===== config.mk =====
export PLATFORM = sky130hd
export DESIGN_NAME = vram_arbiter_flat
export DESIGN_NICKNAME = d
export VERILOG_FILES = /design/src/rtl/vram_arbiter_if.sv /design/src/rtl/vram_arbiter.sv /design/src/flat_wrapper.sv
export SDC_FILE = /design/constraint.sdc
export NUM_CORES = 1
export LEC_CHECK = 0
export ABC_CLOCK_PERIOD_IN_PS = 2760
export CORE_ASPECT_RATIO = 1.75
export CORE_MARGIN = 2
export CORE_UTILIZATION = 30
export DETAILED_ROUTE_END_ITERATION = 8
export PLACE_DENSITY_LB_ADDON = 0.15
export SYNTH_ARGS = -nofsm -noshare
export SYNTH_HDL_FRONTEND = slang
export SYNTH_SLANG_ARGS = --single-unit

===== constraint.sdc =====
create_clock -name clk -period 2.76 [get_ports clk]
set_input_delay 0.276 -clock clk [delete_from_list [all_inputs] [get_ports clk]]
set_output_delay 0.276 -clock clk [all_outputs]
set_load 0.05 [all_outputs]

===== src/rtl/vram_arbiter_if.sv =====
// Client-side bus of the frame-buffer arbiter: request/grant handshake plus read return.
interface vram_arbiter_if #(
    parameter int DATA_W = 12,
    parameter int ADDR_W = 15
) ();
    logic              req;
    logic              we;
    logic [ADDR_W-1:0] addr;
    logic [DATA_W-1:0] wdata;
    logic              gnt;
    logic              rvalid;
    logic [DATA_W-1:0] rdata;

    modport master (
        output req, we, addr, wdata,
        input  gnt, rvalid, rdata
    );

    modport slave (
        input  req, we, addr, wdata,
        output gnt, rvalid, rdata
    );
endinterface


===== src/rtl/vram_arbiter.sv =====
// Single-port frame-buffer arbiter: one display fetch per visible pixel period,
// all remaining RAM cycles handed to a drawing client via req/gnt.
module vram_arbiter #(
    parameter int DATA_W   = 12,
    parameter int ADDR_W   = 15,
    parameter int FB_DEPTH = 19200
) (
    input  logic              clk,
    input  logic              reset,
    input  logic              pixel_tick,
    input  logic [9:0]        x,
    input  logic [9:0]        y,
    input  logic              video_on,
    input  logic              vblank_only,
    vram_arbiter_if.slave     bus,
    output logic [DATA_W-1:0] rgb,
    output logic [ADDR_W-1:0] ram_addr,
    output logic              ram_we,
    output logic [DATA_W-1:0] ram_wdata,
    input  logic [DATA_W-1:0] ram_rdata
);

    typedef enum logic [0:0] {
        ST_IDLE,
        ST_RD_WAIT
    } state_t;

    state_t            state_q, state_d;
    logic              disp_slot_q, disp_slot_d;
    logic              disp_rd_q, disp_rd_d;
    logic              rd_oor_q, rd_oor_d;
    logic              rvalid_q, rvalid_d;
    logic [DATA_W-1:0] rdata_q, rdata_d;
    logic [DATA_W-1:0] rgb_q, rgb_d;

    logic              disp_slot;
    logic              client_ok;
    logic              in_range;
    logic              grant;
    logic [ADDR_W-1:0] x_cell;
    logic [ADDR_W-1:0] y_cell;
    logic [ADDR_W-1:0] disp_addr;

    // 160 words per image row; the multiply is folded into two shifts.
    assign x_cell    = ADDR_W'(x >> 2);
    assign y_cell    = ADDR_W'(y >> 2);
    assign disp_addr = (y_cell << 7) + (y_cell << 5) + x_cell;

    always_comb begin
        disp_slot = disp_slot_q & video_on & ~reset;
        client_ok = ~vblank_only | (y >= 10'd480);
        in_range  = bus.addr < ADDR_W'(FB_DEPTH);
        grant     = ~reset & (state_q == ST_IDLE) & bus.req & ~disp_slot & client_ok;

        ram_addr  = '0;
        ram_we    = 1'b0;
        ram_wdata = '0;
        if (disp_slot) begin
            ram_addr = disp_addr;
        end else if (grant) begin
            ram_addr = in_range ? bus.addr : '0;
            if (bus.we && in_range) begin
                ram_we    = 1'b1;
                ram_wdata = bus.wdata;
            end
        end

        state_d  = state_q;
        rd_oor_d = rd_oor_q;
        rvalid_d = 1'b0;
        rdata_d  = rdata_q;
        case (state_q)
            ST_IDLE: begin
                if (grant && !bus.we) begin
                    state_d  = ST_RD_WAIT;
                    rd_oor_d = ~in_range;
                end
            end
            ST_RD_WAIT: begin
                rvalid_d = 1'b1;
                rdata_d  = rd_oor_q ? '0 : ram_rdata;
                state_d  = ST_IDLE;
            end
            default: state_d = ST_IDLE;
        endcase

        disp_slot_d = pixel_tick;
        disp_rd_d   = disp_slot;

        // Blank pixels force black instead of fetching.
        rgb_d = rgb_q;
        if (disp_rd_q) begin
            rgb_d = ram_rdata;
        end else if (disp_slot_q && !video_on) begin
            rgb_d = '0;
        end
    end

    always_ff @(posedge clk) begin
        if (reset) begin
            state_q     <= ST_IDLE;
            disp_slot_q <= 1'b0;
            disp_rd_q   <= 1'b0;
            rd_oor_q    <= 1'b0;
            rvalid_q    <= 1'b0;
            rdata_q     <= '0;
            rgb_q       <= '0;
        end else begin
            state_q     <= state_d;
            disp_slot_q <= disp_slot_d;
            disp_rd_q   <= disp_rd_d;
            rd_oor_q    <= rd_oor_d;
            rvalid_q    <= rvalid_d;
            rdata_q     <= rdata_d;
            rgb_q       <= rgb_d;
        end
    end

    assign bus.gnt    = grant;
    assign bus.rvalid = rvalid_q;
    assign bus.rdata  = rdata_q;
    assign rgb        = rgb_q;

endmodule


===== src/flat_wrapper.sv =====
// flat-port wrapper written by rule: the top's interface ports become plain ports
module vram_arbiter_flat 
#(
    parameter int DATA_W   = 12,
    parameter int ADDR_W   = 15,
    parameter int FB_DEPTH = 19200
)
  (clk, reset, pixel_tick, x, y, video_on, vblank_only, rgb, ram_addr, ram_we, ram_wdata, ram_rdata, bus_req, bus_we, bus_addr, bus_wdata, bus_gnt, bus_rvalid, bus_rdata);
  vram_arbiter_if #(.DATA_W(DATA_W), .ADDR_W(ADDR_W)) bus_i ();
  input  logic clk;
  input  logic reset;
  input  logic pixel_tick;
  input  logic [9:0] x;
  input  logic [9:0] y;
  input  logic video_on;
  input  logic vblank_only;
  output logic [DATA_W-1:0] rgb;
  output logic [ADDR_W-1:0] ram_addr;
  output logic ram_we;
  output logic [DATA_W-1:0] ram_wdata;
  input  logic [DATA_W-1:0] ram_rdata;
  input wire logic [$bits(bus_i.req)-1:0] bus_req;
  input wire logic [$bits(bus_i.we)-1:0] bus_we;
  input wire logic [$bits(bus_i.addr)-1:0] bus_addr;
  input wire logic [$bits(bus_i.wdata)-1:0] bus_wdata;
  output wire logic [$bits(bus_i.gnt)-1:0] bus_gnt;
  output wire logic [$bits(bus_i.rvalid)-1:0] bus_rvalid;
  output wire logic [$bits(bus_i.rdata)-1:0] bus_rdata;
  assign bus_i.req = bus_req;
  assign bus_i.we = bus_we;
  assign bus_i.addr = bus_addr;
  assign bus_i.wdata = bus_wdata;
  assign bus_gnt = bus_i.gnt;
  assign bus_rvalid = bus_i.rvalid;
  assign bus_rdata = bus_i.rdata;
  vram_arbiter #(.DATA_W(DATA_W), .ADDR_W(ADDR_W), .FB_DEPTH(FB_DEPTH)) u_core (.clk(clk), .reset(reset), .pixel_tick(pixel_tick), .x(x), .y(y), .video_on(video_on), .vblank_only(vblank_only), .bus(bus_i), .rgb(rgb), .ram_addr(ram_addr), .ram_we(ram_we), .ram_wdata(ram_wdata), .ram_rdata(ram_rdata));
endmodule

==> results of run 1 <==
## cell families (layout without fill, tap and decap cells)
kind of cell | count (synthesis) | count (layout)
xor gates and xnor gates | 3 | 3
DFF | 29 | 29
and+or+nand+nor | 68 | 68
adders and majority gates | 17 | 17
AOI/OAI and AO/OA | 66 | 66
muxes | 2 | 2
buffers and inverters | 20 | 155
## state kept, by name, indices dropped and copies added, names as in the netlist
register,cells
u_core.bus.rvalid,1
u_core.rgb,12
u_core.state_q,1
u_core.disp_rd_q,1
u_core.rd_oor_q,1
u_core.bus.rdata,12
u_core.disp_slot_q,1
## power by group through the flow
stage,Clock (mW),Combinational (mW),Sequential (mW)
3_3_place_gp,0,0.473,0.445
4_1_cts,0.459,0.494,0.436
5_1_grt,0.473,0.543,0.437
3_5_place_dp,0,0.476,0.445
6_report,0.452,0.505,0.436
2_1_floorplan,0,0.202,0.473
## through the flow
stage / area (um2) / total power, mW
6_report: 3642 / 1.393
3_3_place_gp: 3425 / 0.9171
4_1_cts: 3600 / 1.389
5_1_grt: 3642 / 1.454
3_5_place_dp: 3425 / 0.9212
2_1_floorplan: 1788 / 0.6752
## cell type report
cell class	count	area [um2]
clock buffers	7	86.33
clock inverters	1	30.03
fillers	496	2145
inverters	10	37.54
multi-input cells	156	1224
flip-flops and latches	29	580.6
well taps	78	97.59
repair buffers	137	1587
## path summary, 6_finish.rpt
path / cells after the start / slack [ns] / endpoint
hold / removal: 2 / 0.48 / u_core.rd_oor_q
setup / recovery: 9 / 0.06 / ram_addr[14]
setup reg to reg: 4 / 1.14 / u_core.bus.rdata[8]
hold reg to reg: 2 / 0.48 / u_core.rd_oor_q
## placed cells by master (no fill, tap or decap), drive strengths merged, types with 4 or more instances in the layout
master         instances
a21o                   4
clkbuf                 8
nor2                  28
nor2b                 15
dfxtp                 29
clkdlybuf4s50         78
a21oi                 19
a22oi                 12
a22o                  10
a211o                  5
buf                   53
ha                    15
and2                  13
inv                    9
## worst max-delay path, cell delays in order
cell and delay [ns]:
clkdlybuf4s50_1 0.45, ha_1 0.32, ha_1 0.23, a21oi_2 0.18, buf_4 0.13, o21ai_2 0.06, o31a_1 0.29, o211ai_1 0.26
clkbuf_16 0.22
## per-layer routing
layer	global-route usage	up-vias
li1	-	1000
met1	0.1868	949
met2	0.3913	66
met3	0.03842	6
met4	0.05397	0
met5	0	-
## timing repair
action,CTS,global route
gates resized for setup,28,10
setup buffers,1,0
setup endpoints to repair,6,3
pin swaps,10,5
==> results.yml, run 1 <==
detailed_routing:
  wl_met3_um: 349
  vias: 2021
  detail_route.wl_per_cell_um: 15.22
  via_per_inst: 4.835
  first_pass_iters: 4
  ant_nets: 0
  routed_wl_um: 6364
  drc: 0
  dr.first_iter.drc_count: 58
  dr.max_layer_used: "met4"
  dr_wl_met2_um: 3773
  wl_met1_um: 2160
power_and_ir_drop:
  p_int_mw: 0.9854
  clkPwrFrac: 0.325
  p_leak_nw: 1.531
  pwr-share-seq: 0.313
  p_comb_frac: 0.362
  vdd_drop_max_mv: 0.4493
  p_switching_mw: 0.4074
  p_per_area_nw_per_um2: 382.4
  p_sw_frac: 0.2925
timing:
  min_period_ns: 2.700
  finClkSkew_ns: 0.008339
  hold_slack_ns: 0.4824
  report.final.slew_viol_count: 0
  setup_tns_ns: 0
  setup_violations: 0
  hold_viol: 0
  maxSlewHeadroom: 0.3793
  tightestPinTransition_ns: 0.9292
  fmax_mhz: 370.4
  setup_ws_ns: 0.05987
  timing.final.crit_share: 0.9783
clock_tree:
  clk_latency_ns: 0.27
  clock_path_buffers: 2
  cts_root_buffer: "clkbuf_8"
  cts_hold_buf: 0
  htreeDepth: 2
  cts_tree: "built"
  clk_pin_slew_ns: 0.06
  numCtsBuffers: 5
  cts_sinks: 29
setup_path:
  rr_startpoint: "u_core.state_q"
  cp-start-kind: "input port"
  cp-end-kind: "output pin"
  path_class: "input port to output pin"
  required_ns: 2.48
  cp-startpoint: "y[5]"
  worstPathArrival_ns: 2.42
  crit_fanout: 3
logic_synthesis:
  synth_most_common_cell: "dfxtp_1"
  synth_xor_area_frac: 0.01479
  ys.flop_type: "dfxtp_1"
  yosys.area.top_type: "dfxtp_1"
  synth_edf_count: 0
  synth-seq-cells: 29
  netlist_area_um2: 1777
  synthesis.nets: 288
  yosys_warnings: 0
  netlist_top_cells_area: "dfxtp_1, ha_1, nor2_1"
  synth_compound_area_frac: 0.2697
  muxShareOfSynthArea: 0.01127
  synthTopCellsByCount: "dfxtp_1, nor2_1, a21oi_1, ha_1, nor2b_1"
  syn_inst: 205
  ys_async_sr_fraction: 0
  synth-adder-area-share: 0.1282
  synth_top_area_frac: 0.3268
  synth_top_family_by_area: "compound AO/OA/AOI/OAI gates"
  synth_cell_types: 38
  ys_seq_area_frac: 0.3268
  synth_simple_gate_area_frac: 0.2014
  syn_avg_cell_area_um2: 8.667
finish:
  layoutNonFillerInstCount: 418
  drive_above_1_share: 0.2412
  nNetsFinal: 422
  syn_to_final_growth_pct: 105.0
  n_antenna_cell: 0
  final_core_util: 0.6294
floorplan:
  die_y_um: 105.8
  io_pins: 120
  start_util: 0.3070
  die-area_um2: 6578
  fp-row-count: 37
  dieWidth_um: 62.18
  fp.coreArea_um2: 5787
global_route:
  antenna_found_initial: 0
  grt_overflow_total: 0
  first_global_vias: 2080
  grt_first_pass_wirelength_um: 10210
  track_usage: 0.1909
  grt_max_degree: 28
placement:
  dp_hpwl_um: 5148
  place.gp.congestion: 0.8379
  io_buffer_count: 115
  placed_cells: 409
  dp_slack_ns: -0.3363
hold_path:
  hp-start: "u_core.rd_oor_q"
  hp-class: "flip-flop to flip-flop"
status:
  outcome: "finished, final reports clean"
job:
  cap_violations: 0
Power figures use the tool's default switching activity.
==> run 2, diff against run 1 <==
--- a/config.mk
+++ b/config.mk
@@ -6,6 +6,7 @@
 export NUM_CORES = 1
 export LEC_CHECK = 0
 export ABC_CLOCK_PERIOD_IN_PS = 2760
+export CAP_MARGIN = 15
 export CORE_ASPECT_RATIO = 1.75
 export CORE_MARGIN = 2
 export CORE_UTILIZATION = 30
==> results of run 2 <==
The final DEF is identical to that of run 1; final timing and power are the same.
==> run 3, diff against run 2 <==
--- a/config.mk
+++ b/config.mk
@@ -11,6 +11,7 @@
 export CORE_MARGIN = 2
 export CORE_UTILIZATION = 30
 export DETAILED_ROUTE_END_ITERATION = 8
+export GPL_TIMING_DRIVEN = 0
 export PLACE_DENSITY_LB_ADDON = 0.15
 export SYNTH_ARGS = -nofsm -noshare
 export SYNTH_HDL_FRONTEND = slang
==> run 3 against run 2 <==
Critical path depth down 1. Largest power group is now the clock network. Sequential power about the same. Sequential cell count unchanged. Largest cell class is now multi-input combinational cells. Via count decreased by 1.8%. Combinational power fell by 12%. Critical path type unchanged.
==> results.yml, run 3 (synthesized netlist as in run 1, its figures left out) <==
global_route:
  grt_first_pass_wirelength_um: 9818
  antenna_found_initial: 0
  grt_max_degree: 11
  grt_overflow_total: 0
  first_global_vias: 2042
  track_usage: 0.1846
power_and_ir_drop:
  p_sw_frac: 0.3022
  power.total_mw: 1.336
  p_switching_mw: 0.4038
  vdd_drop_max_mv: 0.3659
  p_per_area_nw_per_um2: 420.6
  p_leak_nw: 1.363
  p_comb_frac: 0.332
  p_int_mw: 0.9323
  clkPwrFrac: 0.343
  pwr-share-seq: 0.326
placement:
  place.gp.congestion: 0.7711
  io_buffer_count: 115
  dp_slack_ns: -0.9595
  dp_hpwl_um: 4948
  placed_cells: 398
status:
  outcome: "finished, final reports clean"
setup_path:
  cp_slowest_cell: "clkdlybuf4s50_1"
  crit_chain: "clkdlybuf4s50_1, ha_1, ha_1, o211ai_1, o21ai_2, o31a_1, o211ai_1, buf_4"
  crit_fanout: 4
  worstPathArrival_ns: 2.46
  max_stage_delay_ns: 0.52
  cp-end-kind: "output pin"
  cp-start-kind: "input port"
  cp_num_buf_inv: 2
  crit_family: "compound AO/OA/AOI/OAI gates"
  required_ns: 2.48
  path_class: "input port to output pin"
clock_tree:
  cts_sinks: 29
  clk_latency_ns: 0.28
  numCtsBuffers: 5
  clk_pin_slew_ns: 0.06
  clock_path_buffers: 2
  htreeDepth: 2
  cts_tree: "built"
  cts_hold_buf: 0
  cts_root_buffer: "clkbuf_8"
timing:
  fmax_mhz: 365.2
  finClkSkew_ns: 0.005643
  setup_violations: 0
  tightestPinTransition_ns: 0.5198
  rsz0062_at_grt: "true"
  maxSlewHeadroom: 0.6524
  hold_viol: 0
  report.final.slew_viol_count: 0
  setup_ws_ns: 0.02150
  timing.final.crit_share: 0.9922
  min_period_ns: 2.738
finish:
  n_antenna_cell: 0
  final_common_cell: "clkdlybuf4s50_1"
  final_core_util: 0.5490
  layoutNonFillerInstCount: 409
  nNetsFinal: 413
  layout_common_cells: "clkdlybuf4s50_1, dfxtp_1, nor2_1"
  syn_to_final_growth_pct: 78.80
  drive_above_1_share: 0.1903
detailed_routing:
  first_pass_iters: 4
  drc: 0
  detail_route.wl_per_cell_um: 15.01
  dr.first_iter.drc_count: 69
  vias: 1984
  routed_wl_um: 6140
  via_per_inst: 4.851
  ant_nets: 0
floorplan:
  die-area_um2: 6578
  fp-row-count: 37
  fp.coreArea_um2: 5787
  die_y_um: 105.8
  dieWidth_um: 62.18
  io_pins: 120
  start_util: 0.3070
job:
  cap_violations: 0
hold_path:
  hp-class: "flip-flop to flip-flop"
run 3: tightest hold or removal path, stage by stage, from the launching register on:
cell and delay (ns):
dfxtp_1 0.31, o21ai_0 0.07, a21oi_1 0.06
run 3: final cells by class:
| class | count | area [um2] |
|---|---|---|
| plain buffers | 10 | 47.55 |
| inverters | 10 | 37.54 |
| fillers | 561 | 2610 |
| clock inverters | 1 | 30.03 |
| well taps | 78 | 97.59 |
| clock buffers | 7 | 86.33 |
| multi-input cells | 156 | 1225 |
| flip-flops and latches | 29 | 580.6 |
| repair buffers | 118 | 1072 |
run 3: layer usage:
layer,vias to the layer above,GRT usage,wire length (um)
met2,71,0.3719,3562
li1,982,-,-
met3,7,0.03842,361
met1,924,0.1808,2127
met5,-,0,0
met4,0,0.06349,89
run 3: path summary, 6_finish.rpt:
kind                   start                  end  slack, ns  depth (start not counted)
max reg2reg   u_core.state_q  u_core.bus.rdata[0]       1.31                          4
min          u_core.rd_oor_q      u_core.rd_oor_q       0.48                          2
max                     y[6]         ram_addr[14]       0.02                          8
min reg2reg  u_core.rd_oor_q      u_core.rd_oor_q       0.48                          2
run 3: what timing repair did:
action	4_1_cts	5_1_grt
endpoints found under the setup margin	28	20
pin swaps	10	2
buffers inserted	3	0
gates resized for setup	94	37
run 3: stage by stage:
stage / hold slack, ns / instance area (um2) / TNS [ns]
2_1_floorplan: 0.3484 / 1788 / -0.07777
3_3_place_gp: 0.4667 / 3037 / -9.077
3_5_place_dp: 0.4764 / 3037 / -9.797
4_1_cts: 0.4914 / 3221 / 0
5_1_grt: 0.5060 / 3177 / -0.09238
6_report: 0.4848 / 3177 / 0
run 3: power groups by stage:
stage / combinational [mW] / sequential, mW / clock, mW
floorplan: 0.202 / 0.473 / 0
CTS: 0.441 / 0.435 / 0.469
global route: 0.479 / 0.436 / 0.482
global placement: 0.408 / 0.444 / 0
detailed placement: 0.414 / 0.444 / 0
finish: 0.443 / 0.435 / 0.458
